==> config.mk <==
export PLATFORM = sky130hd
export DESIGN_NAME = vblank_update_arbiter_flat
export DESIGN_NICKNAME = d
export VERILOG_FILES = /design/src/rtl/vblank_update_arbiter_if.sv /design/src/rtl/vblank_update_arbiter.sv /design/src/flat_wrapper.sv
export SDC_FILE = /design/constraint.sdc
export NUM_CORES = 1
export LEC_CHECK = 0
export CORE_ASPECT_RATIO = 1.1
export CORE_UTILIZATION = 61
export DETAILED_ROUTE_END_ITERATION = 8
export PLACE_DENSITY = 0.82
export SETUP_SLACK_MARGIN = 0.1
export SLEW_MARGIN = 40
export SYNTH_ARGS = -nofsm -noshare
export SYNTH_HDL_FRONTEND = slang
export SYNTH_SLANG_ARGS = --single-unit
==> constraint.sdc <==
create_clock -name dclk -period 7.5 [get_ports dclk]
set_clock_uncertainty 0.2 [all_clocks]
set_input_delay 1.125 -clock dclk [delete_from_list [all_inputs] [get_ports dclk]]
set_output_delay 1.125 -clock dclk [all_outputs]
set_load 0.01 [all_outputs]
==> src/rtl/vblank_update_arbiter_if.sv <==
// vblank_update_arbiter_if: request/grant and raster-status bundle between the
// update requesters and the vertical-blanking arbiter.
//   req         requester -> arbiter  level request per requester
//   done        requester -> arbiter  completion strobe (granted bit only)
//   clr_err     requester -> arbiter  synchronous clear of timeout_err
//   gnt         arbiter -> requester  one-hot grant or zero
//   vblank      arbiter -> requester  vertical blanking active
//   frame_start arbiter -> requester  one-cycle pulse at start of blanking
//   frame_cnt   arbiter -> requester  frames started since reset
//   timeout_err arbiter -> requester  sticky per-requester timeout flags
interface vblank_update_arbiter_if #(
   parameter int unsigned NREQ = 4
);
   logic [NREQ-1:0] req;
   logic [NREQ-1:0] done;
   logic            clr_err;
   logic [NREQ-1:0] gnt;
   logic            vblank;
   logic            frame_start;
   logic [15:0]     frame_cnt;
   logic [NREQ-1:0] timeout_err;

   modport master (
      output req, done, clr_err,
      input  gnt, vblank, frame_start, frame_cnt, timeout_err
   );

   modport slave (
      input  req, done, clr_err,
      output gnt, vblank, frame_start, frame_cnt, timeout_err
   );
endinterface

==> src/rtl/vblank_update_arbiter.sv <==
// vblank_update_arbiter: hands out at most one exclusive grant per requester per
// frame, only inside the vertical-blanking window of the raster, so shared
// display state never changes during active video. Keeps its own hc/vc raster
// counters in lockstep with the display timing generator.
// Ports:
//   dclk  pixel clock
//   rst   asynchronous active-high reset
//   bus   vblank_update_arbiter_if.slave (req/done/clr_err in; gnt, vblank,
//         frame_start, frame_cnt, timeout_err out)
// Build option: VBLANK_ARB_FIXED_PRIO_EN selects fixed priority (lowest eligible
// index wins); otherwise round-robin starting at the rr pointer.
module vblank_update_arbiter #(
   parameter int unsigned NREQ    = 4,
   parameter int unsigned HPIXELS = 800,
   parameter int unsigned VLINES  = 521,
   parameter int unsigned VBP     = 31,
   parameter int unsigned VFP     = 511,
   parameter int unsigned TIMEOUT = 1024
) (
   input logic                  dclk,
   input logic                  rst,
   vblank_update_arbiter_if.slave bus
);

   localparam int unsigned IW        = (NREQ > 1) ? $clog2(NREQ) : 1;
   localparam int unsigned TW        = $clog2(TIMEOUT + 1);
   localparam int unsigned WIN_RESET = VBP * HPIXELS;
   localparam int unsigned WIN_LOAD  = (VLINES - VFP + VBP) * HPIXELS;
   localparam int unsigned WIN_MAX   = (WIN_LOAD > WIN_RESET) ? WIN_LOAD : WIN_RESET;
   localparam int unsigned WW        = $clog2(((WIN_MAX > TIMEOUT) ? WIN_MAX : TIMEOUT) + 1);

   localparam logic [1:0] IDLE  = 2'd0;
   localparam logic [1:0] GRANT = 2'd1;
   localparam logic [1:0] GAP   = 2'd2;

   logic [9:0]      hc, vc, hc_n, vc_n;
   logic            start_n, vblank_n;
   logic            vblank_r, frame_start_r;
   logic [15:0]     frame_cnt_r;
   logic [WW-1:0]   win_left;

   logic [1:0]      state, state_n;
   logic [NREQ-1:0] gnt_r, gnt_n, served, served_n, err_r, err_n;
   logic [NREQ-1:0] eligible, err_set, served_set;
   logic [IW-1:0]   idx, idx_n, ptr, ptr_n, base, sel;
   logic [TW-1:0]   timer, timer_n;
   logic            can_grant;

   // Next raster position; status flags are registered from it so they line
   // up with the counters in the same cycle.
   always_comb begin
      hc_n = hc + 10'd1;
      vc_n = vc;
      if (hc == 10'(HPIXELS - 1)) begin
         hc_n = '0;
         vc_n = (vc == 10'(VLINES - 1)) ? '0 : vc + 10'd1;
      end
      start_n  = (hc_n == '0) && (vc_n == 10'(VFP));
      vblank_n = (vc_n >= 10'(VFP)) || (vc_n < 10'(VBP));
   end

   // Raster counters, frame bookkeeping and remaining-window counter.
   always_ff @(posedge dclk or posedge rst) begin
      if (rst) begin
         hc            <= '0;
         vc            <= '0;
         vblank_r      <= 1'b1;
         frame_start_r <= 1'b0;
         frame_cnt_r   <= '0;
         win_left      <= WW'(WIN_RESET);
      end else begin
         hc            <= hc_n;
         vc            <= vc_n;
         vblank_r      <= vblank_n;
         frame_start_r <= start_n;
         if (start_n) begin
            frame_cnt_r <= frame_cnt_r + 16'd1;
            win_left    <= WW'(WIN_LOAD);
         end else if (vblank_r && (win_left != '0)) begin
            win_left    <= win_left - WW'(1);
         end
      end
   end

   // Requester selection: first eligible index at or after base, cyclically.
   always_comb begin
      eligible = bus.req & ~served;
`ifdef VBLANK_ARB_FIXED_PRIO_EN
      base = '0;
`else
      base = ptr;
`endif
      sel = '0;
      // Scan downwards so the lowest offset from base is the final assignment.
      for (int k = NREQ - 1; k >= 0; k--) begin
         if (eligible[IW'((32'(base) + 32'(k)) % NREQ)])
            sel = IW'((32'(base) + 32'(k)) % NREQ);
      end
      // Only start a grant that is guaranteed to finish inside the window.
      can_grant = vblank_r && (win_left > WW'(TIMEOUT)) && (eligible != '0);
   end

   // Grant FSM next state. GAP is the guaranteed dead cycle after a grant; it
   // may already arbitrate so the next grant follows after exactly one idle cycle.
   always_comb begin
      state_n    = state;
      gnt_n      = gnt_r;
      idx_n      = idx;
      ptr_n      = ptr;
      timer_n    = timer;
      err_set    = '0;
      served_set = '0;
      case (state)
         IDLE, GAP: begin
            state_n = IDLE;
            if (can_grant) begin
               state_n = GRANT;
               gnt_n   = NREQ'(1) << sel;
               idx_n   = sel;
               timer_n = '0;
            end
         end
         GRANT: begin
            if (bus.done[idx] || !bus.req[idx] || !vblank_r ||
                (timer == TW'(TIMEOUT - 1))) begin
               state_n         = GAP;
               gnt_n           = '0;
               served_set[idx] = 1'b1;
               ptr_n           = (idx == IW'(NREQ - 1)) ? '0 : idx + IW'(1);
               // Only a plain timeout flags an error; done wins a tie.
               err_set[idx]    = !bus.done[idx] && bus.req[idx] && vblank_r;
            end else begin
               timer_n = timer + TW'(1);
            end
         end
         default: begin
            state_n = IDLE;
            gnt_n   = '0;
         end
      endcase
      served_n = start_n ? '0 : (served | served_set);
      err_n    = (err_r & ~{NREQ{bus.clr_err}}) | err_set;
   end

   // Grant FSM state.
   always_ff @(posedge dclk or posedge rst) begin
      if (rst) begin
         state  <= IDLE;
         gnt_r  <= '0;
         idx    <= '0;
         ptr    <= '0;
         timer  <= '0;
         served <= '0;
         err_r  <= '0;
      end else begin
         state  <= state_n;
         gnt_r  <= gnt_n;
         idx    <= idx_n;
         ptr    <= ptr_n;
         timer  <= timer_n;
         served <= served_n;
         err_r  <= err_n;
      end
   end

   // Grant is killed immediately if blanking ends under it.
   assign bus.gnt         = gnt_r & {NREQ{vblank_r}};
   assign bus.vblank      = vblank_r;
   assign bus.frame_start = frame_start_r;
   assign bus.frame_cnt   = frame_cnt_r;
   assign bus.timeout_err = err_r;

endmodule

==> src/flat_wrapper.sv <==
// flat-port wrapper written by rule: the top's interface ports become plain ports
module vblank_update_arbiter_flat 
#(
   parameter int unsigned NREQ    = 4,
   parameter int unsigned HPIXELS = 800,
   parameter int unsigned VLINES  = 521,
   parameter int unsigned VBP     = 31,
   parameter int unsigned VFP     = 511,
   parameter int unsigned TIMEOUT = 1024
)
  (dclk, rst, bus_req, bus_done, bus_clr_err, bus_gnt, bus_vblank, bus_frame_start, bus_frame_cnt, bus_timeout_err);
  vblank_update_arbiter_if #(.NREQ(NREQ)) bus_i ();
  input logic dclk;
  input logic rst;
  input wire logic [$bits(bus_i.req)-1:0] bus_req;
  input wire logic [$bits(bus_i.done)-1:0] bus_done;
  input wire logic [$bits(bus_i.clr_err)-1:0] bus_clr_err;
  output wire logic [$bits(bus_i.gnt)-1:0] bus_gnt;
  output wire logic [$bits(bus_i.vblank)-1:0] bus_vblank;
  output wire logic [$bits(bus_i.frame_start)-1:0] bus_frame_start;
  output wire logic [$bits(bus_i.frame_cnt)-1:0] bus_frame_cnt;
  output wire logic [$bits(bus_i.timeout_err)-1:0] bus_timeout_err;
  assign bus_i.req = bus_req;
  assign bus_i.done = bus_done;
  assign bus_i.clr_err = bus_clr_err;
  assign bus_gnt = bus_i.gnt;
  assign bus_vblank = bus_i.vblank;
  assign bus_frame_start = bus_i.frame_start;
  assign bus_frame_cnt = bus_i.frame_cnt;
  assign bus_timeout_err = bus_i.timeout_err;
  vblank_update_arbiter #(.NREQ(NREQ), .HPIXELS(HPIXELS), .VLINES(VLINES), .VBP(VBP), .VFP(VFP), .TIMEOUT(TIMEOUT)) u_core (.dclk(dclk), .rst(rst), .bus(bus_i));
endmodule
======== Word level (Yosys, flattened, before mapping) ========
Index checks and enable logic that the tools add are counted.
word-level totals
  input bits .............................. 11
  word-level logic and storage cells ...... 113
  flip-flop bits (word level) ............. 83
  output and inout bits ................... 26
cells by class
  equal/unequal tests ..................... 10
  bitwise operators ....................... 8
  add/subtract/negate cells ............... 9
  reduce and logical (&&, ||, !) cells .... 25
  magnitude comparators ................... 9
  muxes and demuxes ....................... 38
  shifts and indexed selects .............. 1
operator list
  operator                                                                       count
  16-bit 2-to-1 mux                                                              2
  10-bit 2-to-1 mux                                                              3
  4-bit 2-to-1 mux                                                               7
  11-bit 2-to-1 mux                                                              2
  11-bit case mux with 2 select lines                                            1
  10-bit by 1-bit adder with 10-bit output, second input constant                2
  10-bit == test, second input constant                                          2
  16-bit by 1-bit adder with 16-bit output, second input constant                1
  4-bit bitwise AND                                                              4
  16-bit by 11-bit > comparator with 1-bit output, second input constant         1
  16-bit nonzero test                                                            1
  16-bit by 1-bit subtractor with 16-bit output, second input constant           1
  2-bit by 3-bit less-than comparator with 1-bit output, second input constant   5
  1-bit binary-select mux with 2-bit select                                      6
  2-bit 2-to-1 mux                                                               6
  11-bit by 1-bit adder with 11-bit output, second input constant                1
  11-bit by 10-bit == test with 1-bit output, second input constant              1
  10-bit by 9-bit == test with 1-bit output, second input constant               1
  10-bit by 9-bit >= comparator with 1-bit output, second input constant         1
  10-bit logical NOT                                                             1
  10-bit by 5-bit less-than comparator with 1-bit output, second input constant  1
  1-bit 2-to-1 mux                                                               8
  4-bit inverter                                                                 2
  4-bit OR                                                                       2
  20 further kinds                                                               38

======== Depth between registers and ports, before layout ========
Gate-level depths: netlist of run 1.
  depth after elaboration ................. 11
  gate-level depth with buffers ........... 10
  gate-level depth less buffers ........... 9

======== Worst setup path before layout of run 1 ========
Ideal clock, no wire load.
  kind .................................... in2reg
  start ................................... input bus_done[2]
  end ..................................... register u_core.timer[2]
  data required time ...................... 7169 ps
  library setup time ...................... 131 ps
  cell stages on the path ................. 7
  path buffers ............................ 0
  arrival time ............................ 2680 ps
  path slack .............................. 4489 ps
  cells stage by stage .................... or3b_2 o311ai_0 o211ai_1 nor3_1 and2_1 xnor2_1 nor2_1
on the way
  longest elaborated chain between the ends .. 7
RTL lines
  item                                       line                          source
  start, declared                            flat_wrapper.sv:16            input wire logic [$bits(bus_i.done)-1:0] bus_done;
  1-bit binary-select mux with 2-bit select  vblank_update_arbiter.sv:124  if (bus.done[idx] || !bus.req[idx] || !vblank_r ||
  1-bit 2-to-1 mux (not written as such)     vblank_update_arbiter.sv:124
  1-bit logical OR (3 in series)             vblank_update_arbiter.sv:124
  2-bit inequality test (no line)            n/a
  3-bit AND reduction (no line)              n/a
  end signal, assigned                       vblank_update_arbiter.sv:160  timer <= timer_n;
  end, declared                              vblank_update_arbiter.sv:46   logic [TW-1:0] timer, timer_n;
Every way passes these cells. The select of a mux whose other input is x is not followed.
A chain may end at the register's enable or synchronous reset.

======== Final worst setup path of run 1 ========
  start ................................... register u_core.hc[0]
  end ..................................... register u_core.frame_cnt_r[10], in the netlist u_core.bus.frame_cnt[10]
on the way
  longest elaborated chain between the ends .. 4
  elaborated cells between the ends (all ways) .. 7
  those cells by class .................... 1 x add/sub; 2 x eq/ne; 2 x mux; 2 x reduce/logical
RTL lines
  item                                                                                    line                                                      source
  start, declared                                                                         vblank_update_arbiter.sv:36                               logic [9:0] hc, vc, hc_n, vc_n;
  start signal, assigned                                                                  vblank_update_arbiter.sv:72                               hc <= hc_n;
  10-bit by 1-bit adder with 10-bit output / 10-bit == test (equally long branches)       vblank_update_arbiter.sv:52, vblank_update_arbiter.sv:54
  10-bit 2-to-1 mux                                                                       vblank_update_arbiter.sv:54                               if (hc == 10'(HPIXELS - 1)) begin
  10-bit logical NOT / 10-bit by 9-bit == test with 1-bit output (equally long branches)  vblank_update_arbiter.sv:58                               start_n = (hc_n == '0) && (vc_n == 10'(VFP));
  1-bit logical AND *                                                                     vblank_update_arbiter.sv:58
  end signal, assigned                                                                    vblank_update_arbiter.sv:77                               frame_cnt_r <= frame_cnt_r + 16'd1;
  end, declared                                                                           vblank_update_arbiter.sv:39                               logic [15:0] frame_cnt_r;
Mark *: on every way between the ends. The rest lies on a longest branch, timed or not.

==> impl_results.md, run 1 <==
* Post-synth net total at 455
* Area after DPL at 4700 um2
* PwrDens at 166 nW/um2
* Met1 GRT Util at 32.9%
* Most common flop cell mapped by yosys: dfrtp_1
* Die W at 81.9 um
* Slew HR at 50.4%
* Number of design-rule violations left by the first detailed-router iteration at 224
* Share of the clock period used by the worst path after layout at 44.2%
* Final Wtd Congestion at 0.855
* Post-layout net count at 491
* First-pass GRT wire length at 14.1 mm
* Effective utilization at floorplan at 64.2%
* Remaining antenna violation count after routing at 0
* Post-Layout Inst Area at 4930 um2
* Clock transition at the register clock pins on the worst setup and hold paths after CTS at 0.08 ns
* Average cell area after synthesis at 9.87 um2
* Post-synthesis register bit count at 83
* CP Max Fanout at 18
* Initial antenna violation count at 0
* PnR worst setup slack at 4.19 ns
* Critical path's largest stage delay at 0.46 ns
* Drt via density at 5.84
* Clock tree from TritonCTS: yes
* Hold WS at 0.282 ns
* Distinct cell type count of the synthesized netlist at 57
* Actual transition at the worst max-transition pin at 0.743 ns
* Die outline height at 89.9 um
* Post-cts resize count at 0
* Post-synthesis async set-or-reset flop share at 100%
* Hold buffers post-CTS at 0
* Result of the run: finished clean
* Residual DRC at 0
* Vias post-DR at 3254
* Arrival time of data at the critical path endpoint at 3.39 ns
* Category of the most critical setup path: flip-flop to flip-flop
* Setup repair after global routing missed its margin: no
* Clock period minus final worst setup slack at 3.31 ns
* Path category of the worst min-delay check: flip-flop to flip-flop
* Syn Inst Count at 434
* Ratio of cells with drive above 1 in the final layout at 8.84%
* H-tree levels at 3
* Total Die Area at 7360 um2
* Max-Cap Viols at 0
* Overflow left after global routing at 0
* Mean routed wirelength per cell at 14.9 um
* Total half-perimeter wirelength after legalization and detailed placement at 5.68 mm
* Antenna diodes at 0
* Clock Path Buffers at 2
* Vias in the first global route at 3170
* Area of the core at 6670 um2
* Total negative slack for setup checks at 0 ns
* Root buffer selected by CTS: clkbuf_8
* Post-synth EDFFs at 0
* Setup crit start kind: flip-flop
* Global routing usage on met2 at 38.6%
* Setup bufs post-CTS at 0
* TritonCTS buffer count at 9
* Final-report setup violation count at 0
* Peak ir drop on the vdd network at 0.000116 V
* Pin count of the biggest net entering global routing at 84
* Latest clock arrival within the worst-skew pair at 0.35 ns
* Overall routing resource usage at 25.0%
* Cells along the critical path: ha_1 -> and4_1 -> nand3_1 -> nor4b_1 -> o2111a_1 -> nand4_4 -> nor4_1 -> xor2_1
* Top Usage Layer GRT: met2
* Top-Level Pins at 37
* Highest clock frequency the design can meet at 302 MHz
* Area of the mapped netlist at 4280 um2
* Synth Warn # at 0
* Sequential fraction of the synthesis area at 48.7%
* Cell family contributing the most delay on the critical path: simple AND/OR/NAND/NOR gates
* Cells after DPL at 541
* Synth-to-layout area growth at 15.2%
* Aggregate routed wire length at 8.30 mm
* Number of input and output port buffers inserted at 36
* Kind of end point of the critical path: flip-flop
* Reported leakage power at 2.27 nW
* Hold violation total from the final report at 0
* Data required, critical path at 7.57 ns
* Number of standard-cell rows in the floorplan at 31
* Number of standard cells in the layout, taps in and fillers out at 557
* Met3 global-route usage at 4.67%
* Buffers and inverters on the worst path at 0
* Max-slew violation count at 0
* First drt pass iteration count at 4
* Clk sink count at 83
* Cell type of the slowest stage on the worst timing path: nor4_1
* Post-placement worst setup slack at 3.73 ns
==> worst paths after layout <==
| check | startpoint | endpoint | slack (ns) | depth (start not counted) |
|---|---|---|---|---|
| hold / removal | u_core.bus.frame_cnt[15] | u_core.bus.frame_cnt[15] | 0.28 | 1 |
| setup / recovery | u_core.hc[0] | u_core.bus.frame_cnt[10] | 4.19 | 8 |
| max in group asynchronous | rst | u_core.win_left[2] | 5.51 | 3 |
| min in group asynchronous | rst | u_core.win_left[9] | 1.06 | 3 |
| setup reg to reg | u_core.hc[0] | u_core.bus.frame_cnt[10] | 4.19 | 8 |
| hold reg to reg | u_core.bus.frame_cnt[15] | u_core.bus.frame_cnt[15] | 0.28 | 1 |
==> metal layers <==
layer | up-vias | part of all wire (%)
met2 | 81 | 49
met5 | - | 0
met3 | 18 | 4.2
li1 | 1582 | -
met4 | 0 | 2.5
met1 | 1573 | 44
==> Yosys cell counts, types with 3 or more instances <==
library cell | instances | share of area [%]
clkbuf_1 | 6 | 0.53
or3_1 | 3 | 0.44
nand2b_1 | 9 | 1.3
o21ai_0 | 17 | 2.0
o31ai_1 | 6 | 1.1
and2_1 | 10 | 1.5
nor2_1 | 50 | 4.4
inv_1 | 24 | 2.1
nor2b_1 | 6 | 0.88
nand3_1 | 20 | 2.3
or2_2 | 3 | 0.44
dfrtp_1 | 77 | 45
nand2_1 | 33 | 2.9
nand4_1 | 7 | 1.0
a22o_1 | 7 | 1.4
buf_2 | 6 | 0.70
xor2_1 | 21 | 4.3
dfstp_2 | 6 | 3.7
nor4_1 | 14 | 2.0
mux2i_1 | 3 | 0.70
a21oi_1 | 11 | 1.3
nor3_1 | 16 | 1.9
xnor2_1 | 28 | 5.7
ha_1 | 10 | 2.9
==> per-stage QoR <==
step                      power (mW)  util, %
after global placement         0.476     70.3
after CTS                      0.831     73.8
after floorplan                0.468        -
final                          0.821     73.9
after detailed placement       0.477     70.4
after global routing           0.852     73.9
==> power by group <==
part | switching (mW) | total [mW] | internal (mW)
Clock | 0.163 | 0.354 | 0.190
Sequential | 0 | 0.447 | 0.447
Combinational | 0.0132 | 0.0204 | 0.00721
==> cell families after synthesis <==
kind of cell,share of synthesized area (%)
adder cells (fa/ha/maj),2.92
multiplexers,0.964
buffers and inverters,3.86
AND/OR/NAND/NOR,24.5
flip-flops,48.7
AO/OA/AOI/OAI,9.06
XOR/XNOR,10.0
==> state kept, by name, indices dropped and copies added (netlist names) <==
register and cells:
u_core.hc 10, u_core.bus.frame_start 1, u_core.timer 11, u_core.win_left 16, u_core.vc 10, u_core.bus.timeout_err 4, u_core.bus.vblank 1, u_core.gnt_r 4
u_core.base 2, u_core.state 2, u_core.idx 2, u_core.bus.frame_cnt 16, u_core.served 4
==> layout make-up <==
| type | count | area, um2 |
|---|---|---|
| Tap cell | 82 | 103 |
| Clock inverter | 7 | 100 |
| Fill cell | 493 | 1740 |
| Sequential cell | 83 | 2080 |
| Timing Repair Buffer | 39 | 387 |
| Multi-Input combinational cell | 313 | 2040 |
| Inverter | 24 | 91.3 |
| Clock buffer | 9 | 124 |
==> layout by cell type (no fill, tap or decap), drive strengths merged, types with 2 or more instances in the layout <==
| master | netlist | routed |
|---|---|---|
| a21oi | 11 | 11 |
| clkdlybuf4s50 | 0 | 36 |
| ha | 10 | 10 |
| o31ai | 6 | 6 |
| nand4b | 2 | 2 |
| and3 | 3 | 3 |
| and4 | 2 | 2 |
| nor3 | 17 | 17 |
| and2 | 10 | 10 |
| o22ai | 2 | 2 |
| o311ai | 2 | 2 |
| bufinv | 0 | 2 |
| xor2 | 21 | 21 |
| nor4 | 16 | 16 |
| nand4 | 9 | 9 |
| or2 | 4 | 4 |
| nand2b | 9 | 9 |
| buf | 8 | 3 |
| mux2i | 3 | 3 |
| nor4b | 3 | 3 |
| o21ai | 17 | 17 |
| clkbuf | 6 | 9 |
| nand2 | 33 | 33 |
| inv | 24 | 25 |
| or3 | 4 | 4 |
| dfstp | 6 | 6 |
| o2111a | 2 | 2 |
| nand3 | 20 | 20 |
| a22o | 7 | 7 |
| nor2b | 6 | 6 |
| nor2 | 50 | 50 |
| dfrtp | 77 | 77 |
| xnor2 | 28 | 28 |
| clkinv | 0 | 4 |
(Power assumes the default switching activity.)
==> inputs of run 2 (changes only) <==
--- a/config.mk
+++ b/config.mk
@@ -6,9 +6,9 @@
 export NUM_CORES = 1
 export LEC_CHECK = 0
 export CORE_ASPECT_RATIO = 1.1
-export CORE_UTILIZATION = 61
+export CORE_UTILIZATION = 58
 export DETAILED_ROUTE_END_ITERATION = 8
-export PLACE_DENSITY = 0.82
+export PLACE_DENSITY = 0.78
 export SETUP_SLACK_MARGIN = 0.1
 export SLEW_MARGIN = 40
 export SYNTH_ARGS = -nofsm -noshare
==> constraint.sdc (replaced) <==
create_clock -name dclk -period 3.45 [get_ports dclk]
set_clock_uncertainty 0.2 [all_clocks]
set_input_delay 0.5175 -clock dclk [delete_from_list [all_inputs] [get_ports dclk]]
set_output_delay 0.5175 -clock dclk [all_outputs]
set_load 0.01 [all_outputs]
==> impl_results.md, run 2 (synthesis results as in run 1) <==
* Post-Layout Inst Area at 4950 um2
* H-tree levels at 3
* First-pass GRT wire length at 14.2 mm
* Antenna diodes at 0
* Setup crit start kind: flip-flop
* Arrival time of data at the critical path endpoint at 3.10 ns
* Drt via density at 5.76
* Post-cts resize count at 0
* Setup bufs post-CTS at 0
* Clk sink count at 83
* Setup repair after global routing missed its margin: no
* Hold violation total from the final report at 0
* Clock Path Buffers at 2
* First drt pass iteration count at 6
* Slew HR at 54.8%
* TritonCTS buffer count at 9
* Number of inserted filler cells in the final layout at 546
* CP Max Fanout at 18
* Commonest cells after routing, fill and taps aside: dfrtp_1 (77), nor2_1 (50), clkdlybuf4s50_1 (36)
* Peak ir drop on the vdd network at 0.000233 V
* Clock transition at the register clock pins on the worst setup and hold paths after CTS at 0.08 ns
* Vias in the first global route at 3160
* Pin count of the biggest net entering global routing at 52
* Actual transition at the worst max-transition pin at 0.678 ns
* Category of the most critical setup path: flip-flop to flip-flop
* Die outline height at 92.1 um
* Data required, critical path at 3.53 ns
* Number of standard cells in the layout, taps in and fillers out at 564
* Ratio of cells with drive above 1 in the final layout at 9.19%
* Total negative slack for setup checks at 0 ns
* Reported leakage power at 2.29 nW
* Residual DRC at 12
* Max-slew violation count at 0
* Path category of the worst min-delay check: flip-flop to flip-flop
* Max-Cap Viols at 0
* Top-Level Pins at 37
* Number of standard-cell rows in the floorplan at 32
* Root buffer selected by CTS: clkbuf_8
* Mean routed wirelength per cell at 14.6 um
* Hold buffers post-CTS at 0
* Effective utilization at floorplan at 60.4%
* Vias post-DR at 3248
* PwrDens at 352 nW/um2
* Final Wtd Congestion at 0.912
* Initial antenna violation count at 0
* Remaining antenna violation count after routing at 0
* Latest clock arrival within the worst-skew pair at 0.36 ns
* Number of design-rule violations left by the first detailed-router iteration at 163
* Result of the run: finished with violations
* Synth-to-layout area growth at 15.6%
* Final-report setup violation count at 0
* Highest clock frequency the design can meet at 331 MHz
* Post-layout net count at 495
* Die W at 83.9 um
* Clock tree from TritonCTS: yes
* Violations in the final reports: DRC
* Layout Utilization at 69.8%
* Kind of end point of the critical path: flip-flop
* Most common cell after layout, fill and taps aside: dfrtp_1
* Number of input and output port buffers inserted at 36
* Aggregate routed wire length at 8.21 mm
* Overall routing resource usage at 23.4%
* Area after DPL at 4740 um2
* Total Die Area at 7730 um2
* Total half-perimeter wirelength after legalization and detailed placement at 5.91 mm
* Area of the core at 7090 um2
* Cells after DPL at 548
* Clock period minus final worst setup slack at 3.02 ns
* Share of the clock period used by the worst path after layout at 87.6%
* Overflow left after global routing at 0
-- run 2: area by class of cell --
cell class              instances  area [um2]  share of cell area (%)
flip-flops and latches         83        2080                    42.1
multi-input cells             313        2030                    41.1
repair buffers                 43         425                    8.59
clock buffers                  10         138                    2.78
well taps                      85         106                    2.15
inverters                      24        91.3                    1.85
clock inverters                 6        72.6                    1.47
-- run 2: report_power, final --
group / switching [mW] / internal [mW] / total [mW]
sequential: 0 / 0.972 / 0.972
combinational: 0.0289 / 0.0169 / 0.0458
clock: 0.360 / 0.363 / 0.723
-- run 2: worst paths after layout --
check	end	slack, ns	depth (start not counted)	start
max reg2reg	u_core.bus.frame_cnt[15]	0.43	8	u_core.hc[0]
min	u_core.bus.frame_cnt[15]	0.28	1	u_core.bus.frame_cnt[15]
min in group asynchronous	u_core.timer[6]	0.31	2	rst
max in group asynchronous	u_core.win_left[5]	2.03	3	rst
max	u_core.bus.frame_cnt[15]	0.43	8	u_core.hc[0]
min reg2reg	u_core.bus.frame_cnt[15]	0.28	1	u_core.bus.frame_cnt[15]
-- run 2: critical path, cell delays in order, from the launching register on --
cell	delay, ns
dfrtp_1	0.39
ha_1	0.26
nand4_2	0.28
o31ai_1	0.31
a22oi_1	0.16
a2111oi_2	0.41
nand4_4	0.33
nor4_1	0.42
xor2_1	0.18
-- run 2: metal layers --
layer | global-route usage (%) | part of all wire, % | routed length, um | vias up
met2 | 39.1 | 48 | 3930 | 70
met4 | 11.5 | 2.4 | 195 | 0
met3 | 3.78 | 3.4 | 281 | 18
li1 | - | - | - | 1590
met1 | 29.7 | 46 | 3810 | 1570
met5 | 0 | 0 | 0 | -
-- run 2: stage by stage --
stage	worst slack (ns)	total power, mW	hold WS, ns
after global routing	0.107	1.80	0.290
final	0.429	1.74	0.279
after detailed placement	0.362	1.04	0.259
after global placement	0.456	1.04	0.252
after CTS	0.400	1.76	0.284
after floorplan	0.606	1.02	0.242
